==> config.mk <==
export PLATFORM = sky130hd
export DESIGN_NAME = instr_skid_buf_flat
export DESIGN_NICKNAME = d
export VERILOG_FILES = /design/src/rtl/instr_skid_buf_if.sv /design/src/rtl/instr_skid_buf.sv /design/src/flat_wrapper.sv
export SDC_FILE = /design/constraint.sdc
export NUM_CORES = 1
export LEC_CHECK = 0
export ABC_AREA = 0
export ABC_CLOCK_PERIOD_IN_PS = 3200
export CAP_MARGIN = 40
export CORE_MARGIN = 2
export CORE_UTILIZATION = 49
export DETAILED_ROUTE_END_ITERATION = 6
export PLACE_DENSITY = 0.81
export REMOVE_ABC_BUFFERS = 1
export SYNTH_ARGS = -nofsm -noshare
export SYNTH_HDL_FRONTEND = slang
export SYNTH_SLANG_ARGS = --single-unit
==> constraint.sdc <==
create_clock -name clk_i -period 3.2 [get_ports clk_i]
set_input_delay 0.64 -clock clk_i [delete_from_list [all_inputs] [get_ports clk_i]]
set_output_delay 0.64 -clock clk_i [all_outputs]
set_load 0.02 [all_outputs]
==> src/rtl/instr_skid_buf_if.sv <==
// instr_skid_buf_if: fetch-to-decode handshake bundle for the instruction skid buffer
interface instr_skid_buf_if;
  logic        if_valid;
  logic [31:0] if_instr;
  logic [31:0] if_pc;
  logic        if_ready;
  logic        id_valid;
  logic [31:0] id_instr;
  logic [31:0] id_pc;
  logic        id_ready;
  logic        flush;
  modport master (
    output if_valid, if_instr, if_pc, id_ready, flush,
    input  if_ready, id_valid, id_instr, id_pc
  );
  modport slave (
    input  if_valid, if_instr, if_pc, id_ready, flush,
    output if_ready, id_valid, id_instr, id_pc
  );
endinterface

==> src/rtl/instr_skid_buf.sv <==
// instr_skid_buf: 2-entry {instr,pc} FIFO between fetch and decode; IBUF_BYPASS_EN adds a zero-latency empty-path bypass
module instr_skid_buf #(
  parameter logic [31:0] NOP_WORD = 32'h0000_0013,
  parameter logic [31:0] RESET_PC = 32'h0000_0000
) (
  input logic             clk_i,
  input logic             rst_n_i,
  instr_skid_buf_if.slave b
);
  logic [31:0] instr_q [2];
  logic [31:0] pc_q [2];
  logic        wr_q, wr_d, rd_q, rd_d;
  logic [1:0]  cnt_q, cnt_d;
  logic        push, pop, byp, full;
  // handshake, output muxing and next-state pointers/count
  always_comb begin
    byp = 1'b0;
`ifdef IBUF_BYPASS_EN
    byp = (cnt_q == 2'd0) & b.if_valid & ~b.flush;
`endif
    full = cnt_q == 2'd2;
    b.if_ready = ~full;
    b.id_valid = ((cnt_q != 2'd0) | byp) & ~b.flush;
    b.id_instr = ~b.id_valid ? NOP_WORD : byp ? b.if_instr : instr_q[rd_q];
    b.id_pc = ~b.id_valid ? RESET_PC : byp ? b.if_pc : pc_q[rd_q];
    pop = (cnt_q != 2'd0) & b.id_ready & ~b.flush;
    push = b.if_valid & ~full & ~b.flush & ~(byp & b.id_ready);
    wr_d = b.flush ? 1'b0 : wr_q ^ push;
    rd_d = b.flush ? 1'b0 : rd_q ^ pop;
    cnt_d = b.flush ? 2'd0 : cnt_q + {1'b0, push} - {1'b0, pop};
  end
  // pointer and occupancy registers, cleared asynchronously
  always_ff @(posedge clk_i or negedge rst_n_i) begin
    if (!rst_n_i) begin
      wr_q <= 1'b0;
      rd_q <= 1'b0;
      cnt_q <= 2'd0;
    end else begin
      wr_q <= wr_d;
      rd_q <= rd_d;
      cnt_q <= cnt_d;
    end
  end
  // storage array; contents are only visible through a nonzero count
  always_ff @(posedge clk_i) begin
    if (push) begin
      instr_q[wr_q] <= b.if_instr;
      pc_q[wr_q] <= b.if_pc;
    end
  end
endmodule

==> src/flat_wrapper.sv <==
// flat-port wrapper written by rule: the top's interface ports become plain ports
module instr_skid_buf_flat 
#(
  parameter logic [31:0] NOP_WORD = 32'h0000_0013,
  parameter logic [31:0] RESET_PC = 32'h0000_0000
)
  (clk_i, rst_n_i, b_if_valid, b_if_instr, b_if_pc, b_id_ready, b_flush, b_if_ready, b_id_valid, b_id_instr, b_id_pc);
  instr_skid_buf_if b_i ();
  input logic clk_i;
  input logic rst_n_i;
  input wire logic [$bits(b_i.if_valid)-1:0] b_if_valid;
  input wire logic [$bits(b_i.if_instr)-1:0] b_if_instr;
  input wire logic [$bits(b_i.if_pc)-1:0] b_if_pc;
  input wire logic [$bits(b_i.id_ready)-1:0] b_id_ready;
  input wire logic [$bits(b_i.flush)-1:0] b_flush;
  output wire logic [$bits(b_i.if_ready)-1:0] b_if_ready;
  output wire logic [$bits(b_i.id_valid)-1:0] b_id_valid;
  output wire logic [$bits(b_i.id_instr)-1:0] b_id_instr;
  output wire logic [$bits(b_i.id_pc)-1:0] b_id_pc;
  assign b_i.if_valid = b_if_valid;
  assign b_i.if_instr = b_if_instr;
  assign b_i.if_pc = b_if_pc;
  assign b_i.id_ready = b_id_ready;
  assign b_i.flush = b_flush;
  assign b_if_ready = b_i.if_ready;
  assign b_id_valid = b_i.id_valid;
  assign b_id_instr = b_i.id_instr;
  assign b_id_pc = b_i.id_pc;
  instr_skid_buf #(.NOP_WORD(NOP_WORD), .RESET_PC(RESET_PC)) u_core (.clk_i(clk_i), .rst_n_i(rst_n_i), .b(b_i));
endmodule
== Yosys cells after proc, flatten, opt, wreduce, memory -nomap -nowiden ==
Memory sizes are Yosys's and may differ from the RTL's.
Index checks and enable logic that the tools add are counted.
Word-level totals
  bits in registers: 4
  RAM bits: 128
  bits of input ports: 69
  output and inout port bits: 66
  logic and storage cells: 25
  memories kept: 2
Operators by class
  add/sub/neg operators: 2
  equality and inequality tests: 1
  mux-type cells: 7
  bitwise logic cells: 9
  reductions and logical operators: 1
Memories
  u_core.instr_q: depth 2, bits a word 32, read ports 1, clocked after memory_dff 0, wr ports 1, line instr_skid_buf.sv:10  | logic [31:0] instr_q [2];
  u_core.pc_q: depth 2, bits a word 32, read ports 1, clocked after memory_dff 0, wr ports 1, line instr_skid_buf.sv:11  | logic [31:0] pc_q [2];
Operators with widths (number)
  $mux W32: 2
  $and A1 B1 Y1: 5
  $mux W1: 4
  $add A2 B1 Y2: 1
  $eq A2 B2 Y1 const B: 1
  $mux W2: 1
  $not A1 Y1: 2
  $reduce_bool A2 Y1: 1
  $sub A2 B1 Y2: 1
  $xor A1 B1 Y1: 2

== Depth between registers and ports, before layout ==
Gate-level depths: netlist (run 1).
  depth after elaboration: 7
  depth in mapped cells: 9
  mapped depth without buffers: 7

== Worst setup path after synthesis (run 1) ==
No wires, ideal clock.
  kind: input to register
  start point: input port b_flush
  end point: memory u_core.instr_q[1][0], enable pin
  setup time: 429 ps
  data arrival time: 2447 ps
  data required time: 2771 ps
  path slack: 324 ps
  stages on the path: 2
  buffers on the path: 0
  path through: and3b_1 > ha_1
Between the ends
  word-level cells in the longest chain between the ends: 4
RTL lines
  from (decl): line flat_wrapper.sv:15  | input wire logic [$bits(b_i.flush)-1:0] b_flush;
  $not A1 Y1: line instr_skid_buf.sv:27  | push = b.if_valid & ~full & ~b.flush & ~(byp & b.id_ready);
  $and A1 B1 Y1: line instr_skid_buf.sv:27
  $mux W1: line instr_skid_buf.sv:46  | if (push) begin
  $mux W1 (implied by the code): line instr_skid_buf.sv:47  | instr_q[wr_q] <= b.if_instr;
  to (decl): line instr_skid_buf.sv:10
Every way passes these cells.

== Worst setup path after layout (run 1) ==
  start point: register u_core.rd_q
  end point: output port b_id_instr[31]
Between the ends
  word-level cells in the longest chain between the ends: 2
RTL lines
  from (decl): line instr_skid_buf.sv:12  | logic wr_q, wr_d, rd_q, rd_d;
  from (signal assigned): line instr_skid_buf.sv:40  | rd_q <= rd_d;
  $mem_v2 Z2 W32
  $mux W32: line instr_skid_buf.sv:24  | b.id_instr = ~b.id_valid ? NOP_WORD : byp ? b.if_instr : instr_q[rd_q];
  to (decl): line flat_wrapper.sv:18  | output wire logic [$bits(b_i.id_instr)-1:0] b_id_instr;
Every way passes these cells.

==> impl_metrics.py, run 1 <==
metrics = {
    "pwr": {
        "p_leak_nw": 2.42,
        "p_seq_share_pct": 41.4,
        "power.density_mw_per_mm2": 683,
        "combPwrFrac_pct": 19.4,
        "power.net_switching_mw": 1.21,
        "switching_share_pct": 24.4,
        "power.share.clock_pct": 39.2,
        "internal_power_mw": 3.74,
        "vdd.ir_drop.worst_uv": 405,
    },
    "layout": {
        "syn_to_final_growth_pct": 39.5,
        "design_area_sq_mm": 0.00726,
        "final_nets": 514,
        "diodes": 0,
        "drive_gt1_share_pct": 8.81,
        "instances_no_fill": 590,
    },
    "clock_network": {
        "h-tree-depth": 4,
        "clockRootBuffer": "clkbuf_8",
        "clock_path_buffers": 2,
        "cts_buffers": 17,
        "clkTransAtPathRegs_ps": 60,
        "post_cts_buffers": 0,
        "postCtsHoldBufs": 0,
        "clock_latency_ps": 510,
        "cts.sinks": 132,
        "cts_tree": "yes",
        "cts_resized": 0,
    },
    "worst_setup_path": {
        "crit_chain": "buf_4, mux2i_1, nor2_1, clkdlybuf4s50_1",
        "slowest_delay_ps": 630,
        "path_max_fanout": 31,
        "worstSetupPathType": "register to output pin",
        "arrival_ps": 2320,
        "required_ps": 2560,
        "start_kind": "register",
        "cp-end-kind": "output pin",
        "cp_slowest_cell": "clkdlybuf4s50_1",
    },
    "floorplanning": {
        "num_rows": 37,
        "initial_core_util_pct": 50.4,
        "die_w_um": 107,
        "die_height_um": 107,
        "dieArea_sq_mm": 0.0115,
        "io_pins": 135,
        "core_area_sq_mm": 0.0103,
    },
    "yosys": {
        "ys_warn_count": 0,
        "syn_area_per_cell_sq_um": 17.6,
        "synth_most_common_cell": "edfxtp_1",
        "yosys.area.top_type": "edfxtp_1",
        "synth_top_area_share_pct": 73.9,
        "synth_cell_types": 17,
        "synthArstFlopShare_pct": 3.03,
        "yosys-top-cells-area": "edfxtp_1 74%, mux2i_1 12%, nor2_1 4.7%, buf_12 2.3%, dfrtp_1 1.9%",
        "synth_edf_count": 128,
        "synthFlopType": "edfxtp_1",
        "ys_seq_area_share_pct": 75.8,
        "synthTopCellsByCount": "128 x edfxtp_1, 65 x nor2_1, 61 x mux2i_1",
        "synth_area_sq_mm": 0.00520,
        "synth_seq_cells": 132,
        "syn_inst": 296,
    },
    "placed_design": {
        "place_ws_ps": 275,
        "place_inst": 558,
        "place.gp.congestion": 0.733,
        "place_area_sq_mm": 0.00665,
        "dpl.hpwl_mm": 5.89,
        "portBuffers": 134,
    },
    "timing": {
        "fin_crit_ps": 2960,
        "layout_setup_ws_ps": 238,
        "whs_ps": 346,
        "skew_ps": 9.15,
        "post-route-period-util_pct": 92.6,
        "setup_tns_ps": 0,
        "hold_violations": 0,
        "setup_viol_count_final": 0,
        "slew_violations": 0,
        "slew_headroom_pct": 67.5,
        "tightest_slew_ps": 488,
        "rsz0062_at_grt": "false",
        "max_freq_mhz": 338,
    },
    "global_routing": {
        "met2_usage_pct": 30.5,
        "grtUsageMet1_pct": 20.3,
        "grt_max_degree": 65,
        "antenna_found_initial": 0,
        "track_usage_pct": 17.4,
        "grt.busiest_layer": "met2",
        "use_met3_pct": 4.80,
        "grt_pass1_vias": 2999,
        "grt_pass1_wl_mm": 15.0,
        "overflow": 0,
    },
    "drt": {
        "first_pass_iters": 4,
        "drtIter0Drc": 131,
        "drc": 0,
        "routedWlPerCell_um": 16.2,
        "vias_per_cell": 4.88,
        "drt_wl_total_mm": 9.59,
        "num_vias": 2878,
        "drtAntennaViolNets": 0,
    },
    "run": {
        "max_cap_viol_count": 0,
    },
    "outcome": {
        "status": "finished, final reports clean",
    },
    "worst_hold_path": {
        "hp-class": "input port to async pin",
    },
}
[flip-flops by register name, summed over array words and instances, names as in the netlist]
name and count:
u_core.cnt_q 2, u_core.instr_q 64, u_core.pc_q 64, u_core.rd_q 1
u_core.wr_q 1
[per-stage QoR]
stage          total power [mW]  util (%)
6_report                   4.95      70.3
5_1_grt                    5.15      70.3
4_1_cts                    5.01      70.3
3_5_place_dp               3.05      64.4
3_3_place_gp               3.03      64.4
2_1_floorplan              2.62         -
[worst max-delay path, delay by kind of cell (launching register included)]
kind,cells,cell delay (ps)
buf+inv,2,1060
flops,1,430
mux,1,190
simple gates,1,130
[final timing paths]
kind	to	cells after the start	slack [ps]	startpoint
max	b_id_instr[31]	4	240	u_core.rd_q
min in group clk_i	u_core.wr_q	3	700	u_core.wr_q
min	u_core.rd_q	1	350	rst_n_i
min reg2reg	u_core.wr_q	3	700	u_core.wr_q
max in group asynchronous	u_core.rd_q	1	2660	rst_n_i
max reg2reg	u_core.cnt_q[1]	8	1440	u_core.cnt_q[0]
[cells by family (layout without fill, tap and decap cells)]
logic type / count (synthesis) / after routing / synth area share, %
flops: 132 / 132 / 75.8
fa+ha+maj: 4 / 4 / 0.963
mux: 62 / 62 / 12.0
xor+xnor: 1 / 1 / 0.433
simple gates: 72 / 72 / 5.58
compound gates: 5 / 5 / 0.963
buf+inv: 20 / 178 / 4.26
[layout by cell type (no fill, tap or decap), drive strengths merged]
cell type,count
xnor3,1
a211o,3
mux2,1
ha,4
clkinv,4
nor2b,5
dfrtp,4
buf,7
clkinvlp,3
nand2b,1
and3b,1
clkdlybuf4s50,134
nor2,65
o21ai,1
mux2i,61
clkbuf,19
bufinv,4
inv,7
o21bai,1
edfxtp,128
[power by group through the flow]
stage                     clock network, mW  registers (mW)  logic (mW)
after floorplan                           0            2.14       0.479
after global placement                    0            2.08       0.954
after detailed placement                  0            2.08       0.965
after CTS                              1.98            2.05       0.976
after global routing                   2.06            2.06        1.03
final                                  1.94            2.05       0.963
[final cells by class]
| class | count | area (sq um) |
|---|---|---|
| clock buffers | 19 | 422 |
| well taps | 136 | 170 |
| inverters | 5 | 18.8 |
| fillers | 672 | 3070 |
| multi-input cells | 144 | 1060 |
| flip-flops and latches | 132 | 3950 |
| clock inverters | 13 | 181 |
| repair buffers | 141 | 1460 |
[layer usage]
layer / vias up / part of all wire, %
met2: 92 / 53
li1: 1387 / -
met4: 0 / 1.1
met5: - / 0
met1: 1389 / 41
met3: 10 / 5.0
No activity file was read; power rests on OpenSTA's default activity.
==> run 2: changes to the inputs <==
--- a/config.mk
+++ b/config.mk
@@ -7,8 +7,8 @@
 export LEC_CHECK = 0
 export ABC_AREA = 0
 export ABC_CLOCK_PERIOD_IN_PS = 3200
-export CAP_MARGIN = 40
-export CORE_MARGIN = 2
+export CAP_MARGIN = 20
+export CORE_MARGIN = 4
 export CORE_UTILIZATION = 49
 export DETAILED_ROUTE_END_ITERATION = 6
 export PLACE_DENSITY = 0.81
==> run 2 against run 1 <==
- die area is 7.6% higher
- first-iteration DRC count is 13% higher
- clock skew is 4.5 ps lower
- cell count is 0.51% higher
- clock power is 15% lower
- global-route usage is 1.1 points lower
- design area is 1.4% lower
- maximum frequency is 2.1% lower
- sequential cell count stayed put
- critical path type is now input port to output pin
- critical endpoint is now b_id_instr[0]
==> impl_metrics.py, run 2 (synthesis results as in run 1) <==
metrics = {
    "timing": {
        "post-route-period-util_pct": 94.6,
        "slew_headroom_pct": 69.4,
        "hold_violations": 0,
        "slew_violations": 0,
        "tightest_slew_ps": 459,
        "max_freq_mhz": 330,
        "whs_ps": 333,
        "fin_crit_ps": 3030,
        "setup_viol_count_final": 0,
        "skew_ps": 4.68,
        "rsz0062_at_grt": "false",
    },
    "worst_setup_path": {
        "worstSetupPathType": "input port to output pin",
        "arrival_ps": 2390,
        "rrSetupSlack_ps": 1380,
        "r2r_start": "u_core.cnt_q[0]",
        "path_max_fanout": 29,
        "r2r_cells": 4,
        "r2r_end": "u_core.instr_q[1][23]",
        "cp-end-kind": "output pin",
        "required_ps": 2560,
        "start_kind": "input port",
    },
    "pwr": {
        "power.density_mw_per_mm2": 651,
        "vdd.ir_drop.worst_uv": 370,
        "p_leak_nw": 2.40,
    },
    "floorplanning": {
        "num_rows": 37,
        "die_w_um": 111,
        "initial_core_util_pct": 50.4,
        "io_pins": 135,
        "die_height_um": 111,
        "dieArea_sq_mm": 0.0123,
        "core_area_sq_mm": 0.0103,
    },
    "global_routing": {
        "antenna_found_initial": 0,
        "grt_pass1_vias": 3148,
        "grt_pass1_wl_mm": 15.5,
        "track_usage_pct": 16.3,
        "overflow": 0,
        "grt_max_degree": 38,
    },
    "outcome": {
        "status": "finished, final reports clean",
    },
    "layout": {
        "drive_gt1_share_pct": 8.97,
        "instances_no_fill": 593,
        "mostFrequentLayoutCells": "134 x clkdlybuf4s50_1, 128 x edfxtp_1, 65 x nor2_1, 61 x mux2i_1, 16 x clkbuf_16",
        "syn_to_final_growth_pct": 37.6,
        "fin_util_pct": 69.3,
        "layout_commonest_cell": "clkdlybuf4s50_1",
        "reg_top3": "u_core.instr_q (64), u_core.pc_q (64), u_core.cnt_q (2)",
        "final_nets": 517,
        "diodes": 0,
    },
    "clock_network": {
        "cts_buffers": 17,
        "cts_tree": "yes",
        "cts.sinks": 132,
        "clockRootBuffer": "clkbuf_8",
        "clkTransAtPathRegs_ps": 60,
        "clock_path_buffers": 2,
        "postCtsHoldBufs": 0,
        "h-tree-depth": 4,
        "clock_latency_ps": 510,
    },
    "placed_design": {
        "place_inst": 560,
        "place.gp.congestion": 0.719,
        "portBuffers": 134,
        "dpl.hpwl_mm": 6.62,
    },
    "drt": {
        "first_pass_iters": 4,
        "drtIter0Drc": 148,
        "num_vias": 2970,
        "routedWlPerCell_um": 16.7,
        "drc": 0,
        "drt_wl_total_mm": 9.91,
        "drtAntennaViolNets": 0,
        "vias_per_cell": 5.01,
    },
    "worst_hold_path": {
        "hp-class": "input port to async pin",
    },
    "run": {
        "max_cap_viol_count": 0,
    },
}
-- run 2: stage by stage --
stage          power (mW)  setup slack [ps]  TNS, ps  instance area (sq um)
5_1_grt              4.85              86.3        0                   7160
3_3_place_gp         3.03               236        0                   6630
2_1_floorplan        2.62              -181   -11250                   5000
4_1_cts              4.71               144        0                   7160
6_report             4.66               173        0                   7160
3_5_place_dp         3.05               161        0                   6630
-- run 2: per-layer routing --
metal	global-route usage (%)	vias to the layer above	share of wire [%]
li1	-	1393	-
met1	18.6	1445	39
met2	27.8	112	52
met3	5.29	20	7.1
met4	7.95	0	2.4
met5	0	-	0
-- run 2: report_power, final --
part	switching (mW)	total, mW	internal, mW	leakage (nW)
Combinational	0.481	0.943	0.461	0.920
Clock	0.636	1.64	1.01	0.253
Sequential	0.0551	2.07	2.02	1.23
Total	1.17	4.66	3.48	2.40
-- run 2: layout make-up --
| class | instances | area, sq um |
|---|---|---|
| multi-input cells | 144 | 1060 |
| fillers | 690 | 3170 |
| repair buffers | 144 | 1450 |
| flip-flops and latches | 132 | 3950 |
| well taps | 136 | 170 |
| clock buffers | 26 | 478 |
| clock inverters | 6 | 32.5 |
| inverters | 5 | 18.8 |
-- run 2: critical path, stage by stage --
cell	delay (ps)
clkdlybuf4s50_1	490
o21bai_4	140
buf_4	330
a211o_1	170
clkdlybuf4s50_1	610
-- run 2: timing repair --
item	in CTS	in global routing
resized for setup	0	0
setup endpoints to repair	2	0
buffers inserted	1	0
hold endpoints to repair	0	0
-- run 2: worst max path at each step --
stage                     slack, ps   startpoint              to
after floorplan                -180  u_core.rd_q  b_id_instr[10]
after global placement          240      b_flush   b_id_instr[0]
after detailed placement        160      b_flush   b_id_instr[0]
after CTS                       140  u_core.rd_q      b_id_pc[9]
after global routing             90  u_core.rd_q      b_id_pc[9]
final                           170      b_flush   b_id_instr[0]
==> run 3: changes to the inputs <==
--- a/config.mk
+++ b/config.mk
@@ -11,6 +11,7 @@
 export CORE_MARGIN = 4
 export CORE_UTILIZATION = 49
 export DETAILED_ROUTE_END_ITERATION = 6
+export GPL_TIMING_DRIVEN = 0
 export PLACE_DENSITY = 0.81
 export REMOVE_ABC_BUFFERS = 1
 export SYNTH_ARGS = -nofsm -noshare
==> run 3 against run 2 <==
- combinational power up 1%
- first-iteration DRC count rose by 22%
- non-clock buffer count shrank 6
- hold slack gained 7.9 ps
- clock power grew 25%
- total power increased by 9.3%
- sequential power about the same
- register-to-register slack lost 400 ps
- largest power group unchanged
- highest routed layer unchanged
==> impl_metrics.py, run 3 (synthesis results as in run 1) <==
metrics = {
    "pwr": {
        "internal_power_mw": 3.83,
        "switching_share_pct": 24.7,
        "vdd.ir_drop.worst_uv": 509,
        "power.density_mw_per_mm2": 701,
        "power.share.clock_pct": 40.3,
        "power.net_switching_mw": 1.26,
        "combPwrFrac_pct": 18.7,
        "p_leak_nw": 2.43,
        "p_seq_share_pct": 41.0,
    },
    "floorplanning": {
        "initial_core_util_pct": 50.4,
        "dieArea_sq_mm": 0.0123,
        "die_w_um": 111,
        "core_area_sq_mm": 0.0103,
        "io_pins": 135,
        "die_height_um": 111,
        "num_rows": 37,
    },
    "global_routing": {
        "track_usage_pct": 16.8,
        "antenna_found_initial": 0,
        "overflow": 0,
        "grt_pass1_vias": 3155,
        "grt_max_degree": 65,
        "grt_pass1_wl_mm": 15.9,
    },
    "placed_design": {
        "portBuffers": 134,
        "place_area_sq_mm": 0.00659,
        "place.gp.congestion": 0.698,
        "place_ws_ps": -188,
        "dpl.hpwl_mm": 6.06,
    },
    "clock_network": {
        "clkTransAtPathRegs_ps": 60,
        "cts_buffers": 17,
        "clock_latency_ps": 500,
        "clock_path_buffers": 2,
        "cts_tree": "yes",
        "cts.sinks": 132,
        "clockRootBuffer": "clkbuf_8",
        "h-tree-depth": 4,
    },
    "timing": {
        "setup_viol_count_final": 0,
        "layout_setup_ws_ps": 183,
        "post-route-period-util_pct": 94.3,
        "hold_violations": 0,
        "fin_crit_ps": 3020,
        "rsz0062_at_grt": "false",
        "tightest_slew_ps": 938,
        "skew_ps": 5.63,
        "max_freq_mhz": 331,
        "whs_ps": 340,
        "slew_headroom_pct": 37.5,
        "setup_tns_ps": 0,
        "slew_violations": 0,
    },
    "drt": {
        "drt_wl_total_mm": 10.2,
        "drc": 0,
        "top_layer": "met4",
        "vias_per_cell": 4.97,
        "routed-wl-met3_um": 636,
        "routedWlPerCell_um": 17.4,
        "met2_length_mm": 5.45,
        "drtAntennaViolNets": 0,
        "wl_met1_mm": 4.07,
        "drtIter0Drc": 181,
        "num_vias": 2920,
        "first_pass_iters": 4,
    },
    "worst_setup_path": {
        "worstSetupPathType": "register to output pin",
        "r2r_cells": 3,
        "start_kind": "register",
        "rrSetupSlack_ps": 980,
        "path_max_fanout": 35,
        "arrival_ps": 2380,
        "r2r_end": "u_core.instr_q[0][12]",
        "r2r_start": "u_core.cnt_q[0]",
        "slowest_delay_ps": 680,
        "cp-end-kind": "output pin",
        "cp_slowest_cell": "dfrtp_4",
        "crit_chain": "buf_16, nor2b_1, a211o_1, clkdlybuf4s50_1",
        "required_ps": 2560,
    },
    "layout": {
        "layout_commonest_cell": "clkdlybuf4s50_1",
        "drive_gt1_share_pct": 8.63,
        "diodes": 0,
        "syn_to_final_growth_pct": 39.6,
        "final_nets": 512,
        "fin_util_pct": 70.3,
        "mostFrequentLayoutCells": "133 x clkdlybuf4s50_1, 128 x edfxtp_1, 65 x nor2_1, 61 x mux2i_1, 16 x clkbuf_16",
        "reg_top3": "u_core.instr_q (64), u_core.pc_q (64), u_core.cnt_q (2)",
        "fill_cells": 670,
        "design_area_sq_mm": 0.00726,
    },
    "run": {
        "max_cap_viol_count": 0,
    },
    "outcome": {
        "status": "finished, final reports clean",
    },
    "worst_hold_path": {
        "hp-class": "input port to async pin",
    },
}
==> run 3: cell count changes in the layout (fill, tap and decap cells not counted), sizes merged <==
cell / change
o21bai: +1
clkbuf: -7
clkdlybuf4s50: -1
clkinv: +1
inv: +1
bufinv: +5
dlygate4sd2: +1
buf: -6
==> run 3: cell type report <==
class,instances,area (sq um),share of cell area (%)
Tap cell,136,170,2.34
Sequential cell,132,3950,54.4
Clock inverter,13,206,2.84
Clock buffer,19,422,5.81
Multi-Input combinational cell,145,1070,14.8
Timing Repair Buffer,138,1420,19.6
Inverter,5,18.8,0.259
==> run 3: timing repair <==
item,4_1_cts,5_1_grt
endpoints found under the setup margin,36,0
hold buffers,0,0
buffers inserted,2,0
gates resized for setup,1,0
==> run 3: critical path: cells and delay by family (launching register included) <==
kind / cells / cell delay [ps]
buffers and inverters: 2 / 840
DFF: 1 / 680
AOI/OAI and AO/OA: 1 / 240
and+or+nand+nor: 1 / 80
==> run 3: worst max path at each step <==
stage / slack, ps / depth (start not counted) / end / startpoint
floorplan: -180 / 2 / b_id_instr[10] / u_core.rd_q
global placement: -1460 / 3 / b_id_instr[13] / u_core.rd_q
detailed placement: -190 / 5 / b_id_instr[4] / b_flush
CTS: 140 / 4 / b_id_instr[4] / u_core.rd_q
global route: 90 / 3 / b_id_instr[18] / u_core.cnt_q[0]
finish: 180 / 4 / b_id_instr[4] / u_core.rd_q
==> run 3: metrics by stage <==
stage                     total power, mW  instances
after floorplan                      2.62        281
after global placement               3.04        551
after detailed placement             3.04        553
after CTS                            5.12        588
after global routing                 5.28        588
final                                5.09        588
==> run 3: power groups by stage <==
stage	clock, mW	combinational, mW	sequential [mW]
6_report	2.05	0.952	2.09
5_1_grt	2.17	1.01	2.09
4_1_cts	2.07	0.965	2.09
3_5_place_dp	0	0.913	2.13
3_3_place_gp	0	0.870	2.17
2_1_floorplan	0	0.479	2.14
==> run 3: routing by layer <==
layer | up-vias | track usage [%]
li1 | 1376 | -
met1 | 1434 | 18.8
met2 | 102 | 30.0
met3 | 8 | 5.73
met4 | 0 | 5.52
met5 | - | 0
